### src/rtl/img_ram_writer.sv
// Packs an incoming byte stream MSB-first into pixels and writes them to the
// picture RAM, one frame per start-of-frame pulse.
module img_ram_writer #(
  parameter int ADDR_WIDTH = 16,
  parameter int DATA_WIDTH = 24,
  parameter int IMG_PIXELS = 40000
) (
  input  logic                  clk,
  input  logic                  rst,
  input  logic                  sof_i,
  input  logic                  s_valid,
  input  logic [7:0]            s_data,
  output logic                  s_ready,
  output logic                  wr_en,
  output logic [ADDR_WIDTH-1:0] wr_addr,
  output logic [DATA_WIDTH-1:0] wr_data,
  output logic                  busy,
  output logic                  frame_done,
  output logic                  err_sof
);

  localparam int BYTES = DATA_WIDTH / 8;
  localparam int BCW   = (BYTES > 1) ? $clog2(BYTES) : 1;
  localparam logic [BCW-1:0]        LAST_BYTE = BCW'(BYTES - 1);
  localparam logic [ADDR_WIDTH-1:0] LAST_PIX  = ADDR_WIDTH'(IMG_PIXELS - 1);

  typedef enum logic [0:0] {
    IDLE = 1'b0,
    RECV = 1'b1
  } state_t;

  state_t                state_q, state_d;
  logic [BCW-1:0]        byte_cnt_q, byte_cnt_d;
  logic [ADDR_WIDTH-1:0] pix_cnt_q, pix_cnt_d;
  logic [DATA_WIDTH-1:0] shift_q, shift_d;
  logic                  wr_en_q, wr_en_d;
  logic [ADDR_WIDTH-1:0] wr_addr_q, wr_addr_d;
  logic [DATA_WIDTH-1:0] wr_data_q, wr_data_d;
  logic                  frame_done_q, frame_done_d;
  logic                  err_sof_q, err_sof_d;
  logic [DATA_WIDTH-1:0] packed_pix;

  // sof_i always wins over a byte presented in the same cycle
  assign s_ready    = (state_q == RECV) & ~sof_i;
  assign busy       = (state_q == RECV);
  assign packed_pix = (shift_q << 8) | DATA_WIDTH'(s_data);

  always_ff @(posedge clk or posedge rst) begin
    if (rst) begin
      state_q      <= IDLE;
      byte_cnt_q   <= '0;
      pix_cnt_q    <= '0;
      shift_q      <= '0;
      wr_en_q      <= 1'b0;
      wr_addr_q    <= '0;
      wr_data_q    <= '0;
      frame_done_q <= 1'b0;
      err_sof_q    <= 1'b0;
    end else begin
      state_q      <= state_d;
      byte_cnt_q   <= byte_cnt_d;
      pix_cnt_q    <= pix_cnt_d;
      shift_q      <= shift_d;
      wr_en_q      <= wr_en_d;
      wr_addr_q    <= wr_addr_d;
      wr_data_q    <= wr_data_d;
      frame_done_q <= frame_done_d;
      err_sof_q    <= err_sof_d;
    end
  end

  always_comb begin
    state_d      = state_q;
    byte_cnt_d   = byte_cnt_q;
    pix_cnt_d    = pix_cnt_q;
    shift_d      = shift_q;
    wr_en_d      = 1'b0;
    wr_addr_d    = wr_addr_q;
    wr_data_d    = wr_data_q;
    frame_done_d = 1'b0;
    err_sof_d    = 1'b0;

    case (state_q)
      IDLE: begin
        if (sof_i) begin
          state_d    = RECV;
          byte_cnt_d = '0;
          pix_cnt_d  = '0;
          shift_d    = '0;
        end
      end
      RECV: begin
        if (sof_i) begin
          // Restart: only flag an error if the aborted frame had any progress
          err_sof_d  = (byte_cnt_q != '0) || (pix_cnt_q != '0);
          byte_cnt_d = '0;
          pix_cnt_d  = '0;
          shift_d    = '0;
        end else if (s_valid) begin
          if (byte_cnt_q == LAST_BYTE) begin
            byte_cnt_d = '0;
            shift_d    = '0;
            wr_en_d    = 1'b1;
            wr_addr_d  = pix_cnt_q;
            wr_data_d  = packed_pix;
            if (pix_cnt_q == LAST_PIX) begin
              pix_cnt_d    = '0;
              frame_done_d = 1'b1;
              state_d      = IDLE;
            end else begin
              pix_cnt_d = pix_cnt_q + ADDR_WIDTH'(1);
            end
          end else begin
            byte_cnt_d = byte_cnt_q + BCW'(1);
            shift_d    = packed_pix;
          end
        end
      end
      default: state_d = IDLE;
    endcase
  end

  assign wr_en      = wr_en_q;
  assign wr_addr    = wr_addr_q;
  assign wr_data    = wr_data_q;
  assign frame_done = frame_done_q;
  assign err_sof    = err_sof_q;

endmodule
### config.mk
export PLATFORM = sky130hd
export DESIGN_NAME = img_ram_writer
export DESIGN_NICKNAME = d
export VERILOG_FILES = /design/src/rtl/img_ram_writer.sv
export SDC_FILE = /design/constraint.sdc
export NUM_CORES = 1
export LEC_CHECK = 0
export ABC_AREA = 1
export CAP_MARGIN = 20
export CORE_MARGIN = 2
export CORE_UTILIZATION = 34
export DETAILED_ROUTE_END_ITERATION = 8
export PLACE_DENSITY_LB_ADDON = 0.3
export SLEW_MARGIN = 10
export SYNTH_ARGS = -nofsm -noshare
export SYNTH_HDL_FRONTEND = slang
export SYNTH_SLANG_ARGS = --single-unit
### constraint.sdc
create_clock -name clk -period 7.2 [get_ports clk]
set_input_delay 1.44 -clock clk [delete_from_list [all_inputs] [get_ports clk]]
set_output_delay 1.44 -clock clk [all_outputs]
set_load 0.005 [all_outputs]
== Yosys cells after proc, flatten, opt, wreduce, memory -nomap -nowiden ==
Cells that the tools add are included.

* Add/subtract/negate cells: 2
* Equal/unequal tests: 5
* Multiplexer cells: 33
* Bitwise operators: 4
* Reductions and logical operators: 6

{| class="wikitable"
|+ Operator list
! operator !! count
|-
| $mux 16 || 9
|-
| $pmux 16 s2 || 2
|-
| $or 24x8->24 || 1
|-
| $add 16x1->16 const B || 1
|-
| $eq 16x16->1 const B || 1
|-
| $mux 1 || 16
|-
| $reduce_bool 16->1 || 1
|-
| $mux 2 || 4
|-
| $pmux 2 s2 || 1
|-
| $reduce_and 4->1 || 1
|-
| $ne 3x2->1 const B || 1
|-
| $ne 3x3->1 const B || 1
|-
| $reduce_and 3->1 || 1
|-
| $add 2x1->2 const B || 1
|-
| $eq 2x2->1 const B || 1
|-
| $ne 2x2->1 const B || 1
|-
| $not 1->1 || 2
|-
| $pmux 1 s2 || 1
|-
| $reduce_and 2->1 || 1
|-
| $reduce_bool 2->1 || 1
|-
| $and 1x1->1 || 1
|-
| $logic_or 1x1->1 || 1
|}

* Register bits after elaboration: 78
* Input bits: 12
* Output and inout bits: 45
* Word-level logic and storage cells: 59

== Depth between registers and ports, before layout ==
Gate-level depths: netlist (run 1).

* Depth after elaboration: 6
* Mapped depth: 10
* Depth with buffers taken out: 9

== Worst setup path before layout (run 1) ==
Ideal clock, no wire load.

* Path type: input to output
* From: in sof_i
* To: out s_ready
* Data arrival time: 1607 ps
* Data required time: 5760 ps
* Slack: 4153 ps
* Stages on the path: 1
* Buffers on the path: 0
* Cell sequence: nor2_1

* Longest elaborated chain between the ends: 2

{| class="wikitable"
|+ RTL lines
! what !! line !! source
|-
| from (decl) || 10 || <nowiki>input logic sof_i,</nowiki>
|-
| $not 1->1 (no line) || - ||
|-
| $and 1x1->1 || 44 || <nowiki>assign s_ready = (state_q == RECV) & ~sof_i;</nowiki>
|-
| to (decl) || 13 || <nowiki>output logic s_ready,</nowiki>
|}

No other way between the ends.

== Worst setup path after layout (run 1) ==
Ends and elaborated chain as after synthesis.

==> impl_metrics.json, run 1 <==
{
  "multiInputGateArea_mm2": 0.00122,
  "top_layer_used": "met4",
  "maxSlewHeadroom_pct": 36.3,
  "synth_top_cell_area_share_pct": 56.3,
  "seqCellArea_mm2": 0.00195,
  "io_buffers": 56,
  "gr-total-overflow": 0,
  "final_cell_mix": "nand2_1 (104), dfrtp_1 (78), clkdlybuf4s50_1 (56)",
  "cts_hold_buf": 0,
  "nets": 451,
  "numCtsBuffers": 9,
  "finClkSkew_ns": 0.00531,
  "min_path_type": "reg -> reg",
  "drive_gt1_share_pct": 10.4,
  "power_switching_share_pct": 24.8,
  "hold_end": "wr_addr[2]$_DFFE_PP0P_",
  "vias": 2593,
  "r2r-end": "wr_data[0]$_DFFE_PP0P_",
  "grt_start_max_net_pins": 79,
  "grt_pass1_vias": 2524,
  "switchingPower_mw": 0.245,
  "met1_length_um": 3770,
  "cts_tree": "done",
  "syn-num-nets": 395,
  "antenna_found_initial": 0,
  "period_share_pct": 58.6,
  "hold_depth": 2,
  "min_period_ns": 4.22,
  "die_area_mm2": 0.0110,
  "rows": 36,
  "p_leak_nw": 1.96,
  "grt_first_pass_wirelength_um": 12300,
  "holdWs_ns": 0.470,
  "p_comb_share_pct": 14.2,
  "yosysUniqueCellTypes": 28,
  "yosys-top-cells-area": "dfrtp_1 (56%), nand2_1 (11%), inv_1 (4.8%)",
  "chipHeight_um": 105,
  "insertion_delay_ns": 0.35,
  "end_kind": "output port",
  "placed_area_mm2": 0.00408,
  "layout_commonest_cell": "nand2_1",
  "hold_viol_final": 0,
  "htree_levels": 3,
  "die_x_um": 105,
  "yosys_warnings": 0,
  "setup_violations": 0,
  "syn_avg_cell_area_um2": 9.11,
  "finish.utilization_pct": 43.7,
  "wl_met2_um": 2950,
  "worst_pin_slew_ns": 0.956,
  "dp_cells": 559,
  "crit_fanout": 5,
  "initial_core_util_pct": 35.3,
  "postRouteAntennaNets": 0,
  "p_clk_share_pct": 35.7,
  "cts_buffer_depth": 2,
  "drc_errors": 0,
  "setup_tns_ns": 0,
  "syn_inst": 381,
  "clock-root-buffer": "clkbuf_8",
  "post_cts_buffers": 0,
  "worstReg2RegStart": "byte_cnt_q[0]$_DFFE_PP0P_",
  "ios": 57,
  "vias_per_cell": 4.52,
  "wire_per_inst_um": 12.5,
  "antennaDiodeCount": 0,
  "ctsResizeCount": 0,
  "vdd_drop_max_uv": 117,
  "globalRouteTotalUtil_pct": 14.0,
  "rr_worst_depth": 7,
  "final_area_mm2": 0.00429,
  "rrSetupSlack_ns": 5.27,
  "rsz0062_at_grt": "false",
  "final_cells": 574,
  "place.gp.congestion": 0.876,
  "ys_seq_area_share_pct": 56.3,
  "seq_power_share_pct": 50.1,
  "clock.fmax_mhz": 237,
  "dr_wl_met3_um": 328,
  "firstDrtPassIters": 4,
  "cap_violations": 0,
  "hold_start": "wr_addr[2]$_DFFE_PP0P_",
  "fill_cells": 1007,
  "core_mm2": 0.00982,
  "power.density_mw_per_mm2": 230,
  "hpwlAfterDp_um": 5030,
  "cp_data_arrival_time_ns": 2.78,
  "route.final.wire_length_um": 7180,
  "path_class": "in -> out",
  "yosys.area.top_type": "dfrtp_1",
  "clk_pin_slew_ns": 0.07,
  "cts_sinks": 78,
  "p_int_mw": 0.741,
  "netlist_area_mm2": 0.00347,
  "slew_viol_final": 0,
  "synth.ff_latch_count": 78,
  "syn2layout_area_growth_pct": 23.8,
  "startpoint_type": "input port",
  "cp.required_ns": 5.76,
  "outcome": "finished, final reports clean",
  "first_iter_violations": 106
}
-- through the flow --
step                      setup WS, ns  power, mW
after global placement            3.05      0.642
final                             2.98      0.986
after global routing              2.93       1.04
after CTS                         3.00      0.996
after floorplan                   3.76      0.566
after detailed placement          3.01      0.644
-- power groups by stage --
stage / Clock (mW) / Sequential (mW) / Combinational [mW]
floorplan: 0 / 0.502 / 0.0643
global placement: 0 / 0.501 / 0.140
detailed placement: 0 / 0.502 / 0.142
CTS: 0.360 / 0.494 / 0.143
global route: 0.385 / 0.498 / 0.155
finish: 0.352 / 0.494 / 0.140
-- worst max-delay path by stage --
stage	startpoint	end	depth (start not counted)
finish	sof_i	s_ready	3
global route	sof_i	s_ready	3
CTS	sof_i	s_ready	3
detailed placement	sof_i	s_ready	3
global placement	sof_i	s_ready	3
floorplan	rst	busy$_DFF_PP0_	1
-- critical path, cell delays in order --
cell             delay (ns)
clkdlybuf4s50_1        0.53
nor2_1                 0.25
clkdlybuf4s50_1        0.55
-- flip-flops by register name, indices dropped and copies added (netlist names) --
register,count
wr_en,1
err_sof,1
byte_cnt_q,2
wr_data,24
wr_addr,16
pix_cnt_q,16
frame_done,1
shift_q,16
busy,1
-- logic make-up (layout without fill, tap and decap cells) --
group                    count (synthesis)  count (layout)  share of synthesized area [%]
AO/OA/AOI/OAI                           54              54                           10.1
XOR/XNOR                                 5               5                           1.26
flip-flops                              78              78                           56.3
AND/OR/NAND/NOR                        183             183                           23.0
buffers and inverters                   59             119                           8.69
adder cells (fa/ha/maj)                  2               2                          0.721
-- metal layers --
layer / up-vias / GRT usage, %
met4: 0 / 5.71
met2: 55 / 20.0
met3: 12 / 3.18
li1: 1327 / -
met1: 1199 / 20.3
met5: - / 0
-- area by class of cell --
class | count | area share (%)
Sequential cell | 78 | 45.5
Multi-Input combinational cell | 244 | 28.3
Timing Repair Buffer | 58 | 13.4
Inverter | 46 | 4.02
Tap cell | 133 | 3.88
Clock buffer | 9 | 2.88
Clock inverter | 6 | 2.04
-- cell usage after synthesis, drive strengths merged --
library cell    n
dfrtp          78
nor4            1
nand2         108
inv            46
nand3          16
clkbuf          1
ha              2
nor2           42
nand3b          1
o21ai          38
xor2            5
o22ai          14
buf            12
a21oi           1
o21bai          1
nor3            6
nand4           9
No activity file was read; power rests on OpenSTA's default activity.
==> run 2: changes to the inputs <==
==> constraint.sdc (replaced) <==
create_clock -name clk -period 3.4 [get_ports clk]
set_input_delay 0.68 -clock clk [delete_from_list [all_inputs] [get_ports clk]]
set_output_delay 0.68 -clock clk [all_outputs]
set_load 0.005 [all_outputs]
==> run 2 against run 1 <==
Effect of this change:
- wire length increased by 3.5%
- utilization increased by 0.25 points
- clock power increased by 110%
- clock skew increased by 0.0056 ns
- critical endpoint unchanged
- largest power group unchanged
==> impl_metrics.json, run 2 (synthesized netlist as in run 1, its figures left out) <==
{
  "outcome": "finished, final reports clean",
  "ctsResizeCount": 0,
  "layout_commonest_cell": "nand2_1",
  "antennaDiodeCount": 0,
  "globalRouteTotalUtil_pct": 14.4,
  "cp.required_ns": 2.72,
  "post_cts_buffers": 0,
  "finClkSkew_ns": 0.0109,
  "dr_wl_met3_um": 361,
  "cts_buffer_depth": 2,
  "antenna_found_initial": 0,
  "cts_tree": "done",
  "startpoint_type": "input port",
  "first_iter_violations": 126,
  "clock.fmax_mhz": 368,
  "io_buffers": 56,
  "cts_sinks": 78,
  "min_path_type": "reg -> reg",
  "worstReg2RegStart": "pix_cnt_q[1]$_DFFE_PP0P_",
  "drc_errors": 0,
  "largest_register_ffs": 24,
  "place.gp.congestion": 0.918,
  "pre_cts_ws_ns": 0.710,
  "hold_viol_final": 0,
  "vias": 2645,
  "maxSlewHeadroom_pct": 54.3,
  "rrSetupSlack_ns": 1.62,
  "final_cell_mix": "nand2_1 (104), dfrtp_1 (78), clkdlybuf4s50_1 (56)",
  "ios": 57,
  "r2r-end": "pix_cnt_q[8]$_DFFE_PP0P_",
  "insertion_delay_ns": 0.35,
  "wl_met2_um": 3230,
  "clock-root-buffer": "clkbuf_8",
  "setup_tns_ns": 0,
  "critical_path.endpoint": "s_ready",
  "min_period_ns": 2.71,
  "cp_data_arrival_time_ns": 2.03,
  "path_class": "in -> out",
  "vdd_drop_max_uv": 226,
  "fill_cells": 1018,
  "grt_start_max_net_pins": 64,
  "top_layer_used": "met4",
  "setup_violations": 0,
  "syn2layout_area_growth_pct": 24.5,
  "cts_hold_buf": 0,
  "hpwlAfterDp_um": 5220,
  "rows": 36,
  "gr-total-overflow": 0,
  "firstDrtPassIters": 4,
  "vias_per_cell": 4.59,
  "hold_start": "wr_addr[15]$_DFFE_PP0P_",
  "critPathLaunch": "sof_i",
  "postRouteAntennaNets": 0,
  "chipHeight_um": 105,
  "numCtsBuffers": 9,
  "initial_core_util_pct": 35.3,
  "grt_pass1_vias": 2554,
  "rsz0062_at_grt": "false",
  "drive_gt1_share_pct": 10.8,
  "wire_per_inst_um": 12.9,
  "period_share_pct": 79.8,
  "core_mm2": 0.00982,
  "end_kind": "output port",
  "die_area_mm2": 0.0110,
  "grt_first_pass_wirelength_um": 12800,
  "htree_levels": 3,
  "route.final.wire_length_um": 7430,
  "p_leak_nw": 1.97,
  "slew_viol_final": 0,
  "setup_ws_ns": 0.685,
  "worst_pin_slew_ns": 0.686,
  "clk_pin_slew_ns": 0.08,
  "die_x_um": 105,
  "nets": 452,
  "met1_length_um": 3750,
  "crit_fanout": 5,
  "rr_worst_depth": 8,
  "cap_violations": 0,
  "power.density_mw_per_mm2": 481
}
[run 2: layer usage]
metal / GRT usage (%) / up-vias
met5: 0 / -
met4: 5.43 / 0
met3: 3.56 / 9
met2: 21.0 / 69
met1: 20.7 / 1237
li1: - / 1330
[run 2: stage by stage]
step | instance area (µm²) | utilization (%) | instances | power [mW] | hold slack (ns)
6_report | 4320 | 44.0 | 576 | 2.08 | 0.477
5_1_grt | 4320 | 44.0 | 576 | 2.19 | 0.508
4_1_cts | 4320 | 44.0 | 576 | 2.10 | 0.482
3_5_place_dp | 4100 | 41.8 | 560 | 1.37 | 0.461
3_3_place_gp | 4100 | 41.8 | 560 | 1.36 | 0.460
2_1_floorplan | 3470 | - | 381 | 1.20 | 0.450
[run 2: how the worst min path moves through the flow]
stage | to | depth (start not counted)
6_report | wr_addr[15]$_DFFE_PP0P_ | 2
5_1_grt | wr_data[13]$_DFFE_PP0P_ | 2
4_1_cts | wr_addr[15]$_DFFE_PP0P_ | 2
3_5_place_dp | wr_data[21]$_DFFE_PP0P_ | 2
3_3_place_gp | wr_addr[2]$_DFFE_PP0P_ | 2
2_1_floorplan | wr_data[21]$_DFFE_PP0P_ | 2
[run 2: layout make-up]
| type | count | area [µm²] | area share, % |
|---|---|---|---|
| clock buffer | 11 | 151 | 3.51 |
| timing repair buffer | 59 | 596 | 13.8 |
| tap | 133 | 166 | 3.85 |
| multi-input combinational | 244 | 1220 | 28.2 |
| inverter | 46 | 173 | 4.00 |
| sequential | 78 | 1950 | 45.2 |
| clock inverter | 5 | 65.1 | 1.51 |
[run 2: worst max-delay path: stages]
cell	delay, ns
clkdlybuf4s50_1	0.54
nor2_1	0.26
clkdlybuf4s50_1	0.55
[run 2: report_power, final]
group          internal [mW]  switching [mW]
registers               1.00          0.0444
clock network          0.386           0.347
logic                  0.161           0.138
total                   1.55           0.529
==> run 3: changes to the inputs <==
==> constraint.sdc (replaced) <==
create_clock -name clk -period 2.4 [get_ports clk]
set_input_delay 0.48 -clock clk [delete_from_list [all_inputs] [get_ports clk]]
set_output_delay 0.48 -clock clk [all_outputs]
set_load 0.005 [all_outputs]
==> run 3 against run 2 <==
Effect of this change:
- first-iteration DRC count up 25%
- critical path type unchanged
- clock power up 49%
- die area unchanged
- utilization up 0.46 points
- register-to-register slack worse by 1.1 ns
- cell count up 0.52%
- count of clock-buffer cells in the layout unchanged
- sequential share of layout area down 0.47 points
- worst hold slack worse by 0.0048 ns
- setup slack worse by 0.46 ns
- global-route usage about the same
==> impl_metrics.json, run 3 (synthesized netlist as in run 1, its figures left out) <==
{
  "outcome": "finished, final reports clean",
  "grt_start_max_net_pins": 79,
  "cp_data_arrival_time_ns": 1.70,
  "hold_viol_final": 0,
  "holdWs_ns": 0.472,
  "numCtsBuffers": 9,
  "layout_commonest_cell": "nand2_1",
  "hold_depth": 2,
  "startpoint_type": "input port",
  "first_iter_violations": 158,
  "grt_pass1_vias": 2614,
  "slowest_delay_ns": 0.55,
  "crit_chain": "clkdlybuf4s50_1 -> nor2_1 -> clkdlybuf4s50_1",
  "finClkSkew_ns": 0.00846,
  "insertion_delay_ns": 0.35,
  "vias_per_cell": 4.68,
  "gr-total-overflow": 0,
  "drc_errors": 0,
  "globalRouteTotalUtil_pct": 14.5,
  "cts_sinks": 78,
  "min_path_type": "reg -> reg",
  "worst_pin_slew_ns": 0.519,
  "period_share_pct": 90.8,
  "cts_buffer_depth": 2,
  "grt_first_pass_wirelength_um": 12800,
  "setup_tns_ns": 0,
  "clk_pin_slew_ns": 0.07,
  "antenna_found_initial": 0,
  "drive_gt1_share_pct": 11.2,
  "clock.fmax_mhz": 459,
  "clock-root-buffer": "clkbuf_8",
  "crit_buf_inv": 2,
  "die_x_um": 105,
  "worstReg2RegStart": "pix_cnt_q[1]$_DFFE_PP0P_",
  "core_mm2": 0.00982,
  "final_cell_mix": "nand2_1 (104), dfrtp_1 (78), clkdlybuf4s50_1 (56)",
  "rrSetupSlack_ns": 0.56,
  "hold_start": "wr_addr[2]$_DFFE_PP0P_",
  "vias": 2707,
  "maxSlewHeadroom_pct": 65.3,
  "ctsResizeCount": 0,
  "wire_per_inst_um": 12.6,
  "slew_viol_final": 0,
  "largest_register_ffs": 24,
  "cpMostUsedCell": "clkdlybuf4s50_1",
  "syn2layout_area_growth_pct": 25.8,
  "hold_end": "wr_addr[2]$_DFFE_PP0P_",
  "cts_tree": "done",
  "nets": 455,
  "cp.required_ns": 1.92,
  "critPathSlowestCell": "clkdlybuf4s50_1",
  "place.gp.congestion": 0.908,
  "setup_violations": 0,
  "power.density_mw_per_mm2": 687,
  "cap_violations": 0,
  "rr_worst_depth": 8,
  "htree_levels": 3,
  "crit_family": "buffers and inverters",
  "postRouteAntennaNets": 0,
  "post_cts_buffers": 0,
  "chipHeight_um": 105,
  "r2r-end": "pix_cnt_q[13]$_DFFE_PP0P_",
  "io_buffers": 56,
  "die_area_mm2": 0.0110,
  "route.final.wire_length_um": 7310,
  "firstDrtPassIters": 4,
  "cts_hold_buf": 0,
  "p_leak_nw": 1.98,
  "hpwlAfterDp_um": 5180,
  "ios": 57,
  "rsz0062_at_grt": "false",
  "path_class": "in -> out",
  "end_kind": "output port",
  "crit_fanout": 3,
  "min_period_ns": 2.18,
  "vdd_drop_max_uv": 256,
  "rows": 36,
  "initial_core_util_pct": 35.3,
  "antennaDiodeCount": 0,
  "critPathLaunch": "sof_i"
}
==> run 3: cell count changes in the layout (fill, tap and decap cells not counted), sizes merged <==
cell and delta:
buf +3, bufinv +1, clkinv -2, clkinvlp +2, inv -1
==> run 3: worst reg2reg max path: stages, from the launching register on <==
cell and delay [ns]:
dfrtp_1 0.43, ha_1 0.22, nand3_2 0.13, inv_1 0.12, nand3_2 0.12, nand2_1 0.16, nand2_2 0.10, inv_1 0.33
nor2_1 0.11
==> run 3: cell type report <==
type                    count  area, µm²
multi-input cells         244       1220
clock buffers              11        141
well taps                 133        166
inverters                  46        176
clock inverters             5       81.3
repair buffers             62        631
fillers                   992       5460
flip-flops and latches     78       1950
==> run 3: worst max path at each step <==
stage	endpoint	slack, ns	depth (start not counted)
floorplan	busy$_DFF_PP0_	1.04	1
global placement	s_ready	0.31	3
detailed placement	s_ready	0.25	3
CTS	s_ready	0.23	3
global route	s_ready	0.12	3
finish	s_ready	0.22	3
==> run 3: power by group <==
group          switching, mW  leakage (nW)  internal (mW)
logic                  0.193         0.813          0.232
clock network          0.478         0.110          0.616
registers             0.0637          1.06           1.42
==> run 3: routing by layer <==
layer  track usage (%)  vias up  wire length [µm]
met4              6.48        0               156
met2              20.5       80              3130
met5                 0        -                 0
met3              3.24       12               437
met1              21.0     1275              3580
li1                  -     1340                 -
==> run 3: metrics by stage <==
step	worst slack [ns]	power, mW	util, %	cell area [µm²]	std cells
floorplan	1.04	1.70	-	3470	381
global placement	0.313	1.93	42.2	4140	563
detailed placement	0.246	1.94	42.2	4140	563
CTS	0.230	3.04	44.4	4360	579
global route	0.123	3.17	44.4	4360	579
finish	0.221	3.00	44.4	4360	579
